File: config.mk
export PLATFORM = sky130hd
export DESIGN_NAME = cmp_serial
export DESIGN_NICKNAME = d
export VERILOG_FILES = /design/src/rtl/cmp_pkg.sv /design/src/rtl/cmp_digit.sv /design/src/rtl/cmp_serial.sv
export SDC_FILE = /design/constraint.sdc
export NUM_CORES = 1
export LEC_CHECK = 0
export BUFFER_PORTS_ARGS = -buffer_cell sky130_fd_sc_hd__buf_2
export CELL_PAD_IN_SITES_DETAIL_PLACEMENT = 1
export CELL_PAD_IN_SITES_GLOBAL_PLACEMENT = 2
export CORE_MARGIN = 4
export CORE_UTILIZATION = 38
export CTS_BUF_LIST = sky130_fd_sc_hd__clkbuf_2 sky130_fd_sc_hd__clkbuf_4 sky130_fd_sc_hd__clkbuf_8
export DETAILED_ROUTE_END_ITERATION = 7
export GPL_TIMING_DRIVEN = 0
export HOLD_SLACK_MARGIN = 0.12
export PLACE_DENSITY = 0.79
export SLEW_MARGIN = 10
export SYNTH_ARGS = -nofsm -noshare
export SYNTH_HDL_FRONTEND = slang
export SYNTH_SLANG_ARGS = --single-unit
export TNS_END_PERCENT = 20
File: constraint.sdc
create_clock -name clk -period 2 [get_ports clk]
set_clock_uncertainty 0.05 [all_clocks]
set_input_delay 0.4 -clock clk [delete_from_list [all_inputs] [get_ports clk]]
set_output_delay 0.4 -clock clk [all_outputs]
set_load 0.01 [all_outputs]
File: src/rtl/cmp_pkg.sv
// cmp_pkg: shared FSM state encoding and result codes for the serial
// magnitude comparator.
//   state_t    : IDLE / RUN
//   LT, EQ, GT : one-hot result codes ordered {lt, eq, gt}
//   NONE       : all-zero result, used while no compare has finished yet
package cmp_pkg;

  typedef enum logic {
    IDLE = 1'b0,
    RUN  = 1'b1
  } state_t;

  localparam logic [2:0] LT   = 3'b100;
  localparam logic [2:0] EQ   = 3'b010;
  localparam logic [2:0] GT   = 3'b001;
  localparam logic [2:0] NONE = 3'b000;

endpackage

File: src/rtl/cmp_digit.sv
// cmp_digit: combinational unsigned compare of one DIGIT-bit slice.
//   a, b : DIGIT-bit operands
//   lt   : a < b
//   gt   : a > b
//   Equality is implied when neither lt nor gt is set.
module cmp_digit #(
  parameter int DIGIT = 1
) (
  input  logic [DIGIT-1:0] a,
  input  logic [DIGIT-1:0] b,
  output logic             lt,
  output logic             gt
);

  assign lt = (a < b);
  assign gt = (a > b);

endmodule

File: src/rtl/cmp_serial.sv
// cmp_serial: MSB-first serial comparator, DIGIT bits per cycle with early
// termination on the first differing digit.
//   clk, rst      : clock, asynchronous active-high reset
//   start         : request a compare (accepted only while busy=0)
//   signed_mode   : 1 = two's complement, 0 = unsigned (sampled with start)
//   a, b          : WIDTH-bit operands (sampled with start)
//   busy          : compare in progress
//   done          : one-cycle pulse, lt/eq/gt updated in the same cycle
//   lt, eq, gt    : registered result, held between compares
// WIDTH must be a multiple of DIGIT.
module cmp_serial
  import cmp_pkg::*;
#(
  parameter int WIDTH = 8,
  parameter int DIGIT = 1
) (
  input  logic             clk,
  input  logic             rst,
  input  logic             start,
  input  logic             signed_mode,
  input  logic [WIDTH-1:0] a,
  input  logic [WIDTH-1:0] b,
  output logic             busy,
  output logic             done,
  output logic             lt,
  output logic             eq,
  output logic             gt
);

  localparam int D  = WIDTH / DIGIT;
  localparam int KW = $clog2(D + 1);
  localparam logic [KW-1:0] K_LAST = KW'(D);
  localparam logic [KW-1:0] K_ONE  = KW'(1);

  state_t           r_state;
  logic [WIDTH-1:0] r_a;
  logic [WIDTH-1:0] r_b;
  logic [KW-1:0]    r_k;
  logic             r_busy;
  logic             r_done;
  logic [2:0]       r_res;

  logic [WIDTH-1:0] w_a_lat;
  logic [WIDTH-1:0] w_b_lat;
  logic             w_lt;
  logic             w_gt;

  // Flipping both sign bits maps two's-complement order onto unsigned order,
  // so the datapath below never needs to know the mode.
  assign w_a_lat = {a[WIDTH-1] ^ signed_mode, a[WIDTH-2:0]};
  assign w_b_lat = {b[WIDTH-1] ^ signed_mode, b[WIDTH-2:0]};

  // The current digit always sits at the top of the shifted registers.
  cmp_digit #(.DIGIT(DIGIT)) u_digit (
    .a  (r_a[WIDTH-1 -: DIGIT]),
    .b  (r_b[WIDTH-1 -: DIGIT]),
    .lt (w_lt),
    .gt (w_gt)
  );

  always_ff @(posedge clk or posedge rst) begin
    if (rst) begin
      r_state <= IDLE;
      r_a     <= '0;
      r_b     <= '0;
      r_k     <= '0;
      r_busy  <= 1'b0;
      r_done  <= 1'b0;
      r_res   <= NONE;
    end else begin
      r_done <= 1'b0;
      case (r_state)
        IDLE: begin
          if (start) begin
            r_a     <= w_a_lat;
            r_b     <= w_b_lat;
            r_k     <= K_ONE;
            r_busy  <= 1'b1;
            r_state <= RUN;
          end
        end
        RUN: begin
          if (w_lt || w_gt) begin
            r_res   <= w_lt ? LT : GT;
            r_done  <= 1'b1;
            r_busy  <= 1'b0;
            r_state <= IDLE;
          end else if (r_k == K_LAST) begin
            r_res   <= EQ;
            r_done  <= 1'b1;
            r_busy  <= 1'b0;
            r_state <= IDLE;
          end else begin
            r_a <= r_a << DIGIT;
            r_b <= r_b << DIGIT;
            r_k <= r_k + K_ONE;
          end
        end
        default: r_state <= IDLE;
      endcase
    end
  end

  assign busy = r_busy;
  assign done = r_done;
  assign lt   = r_res[2];
  assign eq   = r_res[1];
  assign gt   = r_res[0];

endmodule

# Word level (Yosys, flattened, before mapping)
# Index checks and enable logic that the tools add are counted.
# W data, S select, Z words.
dict set report classes {
  addsub 1
  n_lt_le_gt_ge 2
  n_eq_ne 5
  n_mux 26
  bitwise_logic 3
  reduce_logical 5
}
# operator n
set op_table {}
lappend op_table {{$mux W8} 6}
lappend op_table {{$pmux W8 S2} 2}
lappend op_table {{$mux W4} 3}
lappend op_table {{$mux W1} 9}
lappend op_table {{$mux W3} 3}
lappend op_table {{$pmux W4 S2} 1}
lappend op_table {{$ne A2 B2 Y1 const B} 3}
lappend op_table {{$add A4 B1 Y4 const B} 1}
lappend op_table {{$eq A4 B4 Y1 const B} 1}
lappend op_table {{$pmux W1 S2} 2}
lappend op_table {{$reduce_and A2 Y1} 2}
lappend op_table {{$ne A3 B1 Y1 const B} 1}
lappend op_table {{$reduce_and A3 Y1} 1}
lappend op_table {{$reduce_bool A2 Y1} 1}
lappend op_table {{$xor A1 B1 Y1} 2}
lappend op_table {{$gt A1 B1 Y1} 1}
lappend op_table {{$logic_or A1 B1 Y1} 1}
lappend op_table {{$lt A1 B1 Y1} 1}
lappend op_table {{$not A1 Y1} 1}
dict set report word_totals {
  register_bits 26
  in_bits 20
  out_inout_bits 5
  elab_cells 49
}

# Longest topological paths before layout
dict set report depth {
  word_depth 4
  depth_mapped 7
  ltp_nobuf 6
}

# Modules after synthesis
# From an unflattened synthesis, not the netlist that was laid out.
dict set report unflattened {
  cells_unflattened 123
  hier_area_um2 1355.0
}
# module n_inst cells_each area_each_um2 seq_area_each_um2
set by_module_without_submodules {}
lappend by_module_without_submodules {cmp_serial 1 121 1340.0 650.6}
lappend by_module_without_submodules {cmp_digit 1 2 15.0 0.0}

# Worst setup path after synthesis
# No wires, ideal clock.
dict set report synth_timing {
  kind {register -> register}
  from {reg r_b[7]}
  to {reg r_a[1]}
  setup_ns 0.125
  arrival_time_ns 1.539
  required_ns 1.825
  setup_slack_ns 0.286
  path_stages_with_launch 7
  n_path_buf 1
  period_less_slack_ns 1.714
  cell_sequence {dfrtp_1 > inv_1 > ha_1 > a31oi_4 > inv_2 > buf_6 > mux2_4}
}
dict set report synth_between {
  elab_chain_cells 4
  word_cells_on_any_way 5
  classes_between {order compare: 2; eq/ne: 1; reduce/logical: 2}
}
# item line
set synth_rtl {}
lappend synth_rtl {{start: declaration} cmp_serial.sv:37} ;# logic [WIDTH-1:0] r_b;
lappend synth_rtl {{start signal: assignment} cmp_serial.sv:76} ;# r_b <= w_b_lat;
lappend synth_rtl {{start signal: assignment} cmp_serial.sv:95} ;# r_b <= r_b << DIGIT;
lappend synth_rtl {{$lt A1 B1 Y1 / $gt A1 B1 Y1 (equally long branches)} {cmp_digit.sv:15, cmp_digit.sv:16}}
lappend synth_rtl {{$logic_or A1 B1 Y1 (*)} cmp_serial.sv:83} ;# if (w_lt || w_gt) begin
lappend synth_rtl {{$ne A2 B2 Y1 (no source line) (*)} --}
lappend synth_rtl {{$reduce_and A3 Y1 (no source line) (*)} --}
lappend synth_rtl {{end signal: assignment} cmp_serial.sv:75} ;# r_a <= w_a_lat;
lappend synth_rtl {{end signal: assignment} cmp_serial.sv:94} ;# r_a <= r_a << DIGIT;
lappend synth_rtl {{end: declaration} cmp_serial.sv:36} ;# logic [WIDTH-1:0] r_a;
# Every way passes the cells marked *; elsewhere a longest branch is shown, timed or not.
# A chain may end at the register's enable or synchronous reset.

# Final worst setup path
dict set report layout_timing {
  from {reg r_b[7]}
  to {reg r_a[3]}
}
# Same word-level chain as after synthesis.

==> impl_metrics.yaml <==
timing:
  fin_setup_tns_ns: 0
  fin_hold_ws_ns: 0.220
  relSlewSlack: 0.347
  period_needed_ns: 1.85
  hold_violations: 0
  worst_pin_slew_ns: 0.979
  fin_crit_sh: 0.926
  setup_viol: 0
  rsz0062_at_grt: "no"
  slew_violations: 0
  max_freq_mhz: 540
cts:
  cts_tree: "done"
  clk_path_buf_depth: 2
  clkSinkCount: 26
  htreeDepth: 1
  cts-resized-gates: 0
  root_buffer: "clkbuf_4"
  clk_latency_ns: 0.32
  cts_inserted_buffers: 3
  clk_pin_slew_ns: 0.15
power:
  cellPowerDensity_mw_per_mm2: 1700
  p_seq_frac: 0.359
  combPwrFrac: 0.502
  ir_drop_uv: 739
  p_int_mw: 1.75
  swShare: 0.332
  switchingPower_mw: 0.868
  clock_power_share: 0.138
  leakage_nw: 0.770
place:
  gp_congestion: 0.723
  port-buffer-count: 24
  place_hpwl_um: 1870
yosys:
  synth_cell_types: 26
  synth_top_area_frac: 0.502
  yosysTopAreaCell: "dfrtp_1"
  yosys_warnings: 0
  syn_inst: 95
  yosys_register_bits: 26
  avgSynthCellArea_um2: 13.6
  synth_area_leaders: "dfrtp_1, mux2_2, mux2_4"
  syn_nets: 119
  ys_seq_area_frac: 0.502
  syn_area_mm2: 0.00129
floorplan:
  rows: 20
  fp.dieW_um: 66.4
  die_area_mm2: 0.00441
  initial_core_util: 0.411
  fp.dieH_um: 66.4
  io_pins: 25
  core_area_mm2: 0.00315
routing:
  antenna_left: 0
  vias: 831
  drtPass1Iterations: 4
  avgRoutedWirePerCell_um: 14.6
  totalWireLength_um: 2470
  drc: 0
  dr.first_iter.drc_count: 14
  avgViaCountPerCell: 4.92
final_layout:
  layout_common_cells: "dfrtp_1, buf_2, mux2_2"
  final_common_cell: "dfrtp_1"
  ff_latch_area_um2: 651
  drive_above_1_share: 0.496
  final_net_count: 150
  area_growth_pct: 18.7
  diodes: 0
  fill_cells: 361
  multi_input_area_um2: 587
critical_path:
  r2r-start: "r_b[7]$_DFFE_PP0P_"
  start_kind: "register"
  end_kind: "register"
  setup.worst_path.class: "reg2reg"
  rr_worst_depth: 6
  crit_fanout: 10
  r2r-end: "r_a[3]$_DFFE_PP0P_"
  worstPathRequired_ns: 2.18
  arrival_ns: 2.04
  reg2reg_slack_ns: 0.15
grt:
  grt_max_degree: 27
  grt_pass1_wl_um: 4230
  overflow: 0
  grt_pass1_vias: 927
  grt_usage: 0.126
  antenna_found_initial: 0
run:
  max_cap_viol_count: 0
hold_path:
  hold_path_class: "in2async"
status:
  run_status: "complete, no violations"
## power by group through the flow
stage / Combinational [mW] / Sequential (mW) / Clock [mW]
after floorplan: 1.02 / 0.934 / 0
after global placement: 1.24 / 0.943 / 0
after detailed placement: 1.29 / 0.952 / 0
after CTS: 1.30 / 0.942 / 0.370
after global routing: 1.44 / 0.978 / 0.396
final: 1.31 / 0.939 / 0.362
## routing by layer
layer | wire length, um | part of all wire | up-vias | global-route usage
met3 | 71 | 0.029 | 2 | 0.0221
met2 | 1310 | 0.53 | 9 | 0.216
met5 | 0 | 0 | - | 0
met4 | 14 | 0.0057 | 0 | 0.0457
li1 | - | - | 395 | -
met1 | 1070 | 0.43 | 425 | 0.157
## repair_timing
action,in CTS,in global routing
setup endpoints to repair,0,8
buffers inserted,0,2
hold buffers,0,0
## worst max-delay path: stages (launching register included)
cell and delay, ns:
dfrtp_1 0.40, inv_1 0.06, ha_1 0.40, a31oi_4 0.28
inv_2 0.11, buf_6 0.17, mux2_4 0.30
## worst max path at each step
| stage | to | start |
|---|---|---|
| after floorplan | r_a[1]$_DFFE_PP0P_ | r_b[7]$_DFFE_PP0P_ |
| after global placement | r_b[1]$_DFFE_PP0P_ | r_b[7]$_DFFE_PP0P_ |
| after detailed placement | r_b[2]$_DFFE_PP0P_ | r_k[0]$_DFFE_PP0P_ |
| after CTS | r_a[3]$_DFFE_PP0P_ | r_k[0]$_DFFE_PP0P_ |
| after global routing | r_a[4]$_DFFE_PP0P_ | r_b[7]$_DFFE_PP0P_ |
| final | r_a[3]$_DFFE_PP0P_ | r_b[7]$_DFFE_PP0P_ |
## synthesized netlist by cell type, drive strengths merged
cell,count
a22o,3
nand3b,1
ha,4
nand2b,1
nor2b,1
nand3,5
mux2i,1
nand2,1
mux2,26
and3b,1
inv,9
buf,3
a21boi,1
nor2,3
a2bb2oi,1
o21ai,1
o31ai,1
xnor2,2
a31oi,1
o221ai,1
a221o,2
dfrtp,26
## sequential cells by signal, summed over array words and instances, names as in the netlist
register,count
r_a,8
r_k,4
r_b,8
r_state,1
busy,1
r_res,3
done,1
## layout make-up
class,count,area share
sequential,26,0.423
multi-input combinational,57,0.382
timing repair buffer,26,0.0879
tap,44,0.0358
inverter,9,0.0220
clock inverter,1,0.0195
buffer,3,0.0155
clock buffer,3,0.0146
## cell families (layout without fill, tap and decap cells)
group / Yosys count / in the layout / share of synthesized area
multiplexers: 27 / 27 / 0.257
flip-flops: 26 / 26 / 0.502
AND/OR/NAND/NOR: 13 / 13 / 0.0628
buffers and inverters: 12 / 42 / 0.0444
AO/OA/AOI/OAI: 11 / 11 / 0.0812
adder cells (fa/ha/maj): 4 / 4 / 0.0386
XOR/XNOR: 2 / 2 / 0.0135
## per-stage QoR
stage	utilization	instance area, um^2	instances	setup slack, ns	power (mW)
3_5_place_dp	0.466	1470	163	0.0535	2.24
4_1_cts	0.483	1520	167	0.0532	2.61
5_1_grt	0.488	1540	169	0.0509	2.81
3_3_place_gp	0.466	1470	163	0.105	2.18
6_report	0.488	1540	169	0.147	2.61
2_1_floorplan	-	1290	95	0.286	1.95
Note: power is estimated with default switching activity, not from simulation.
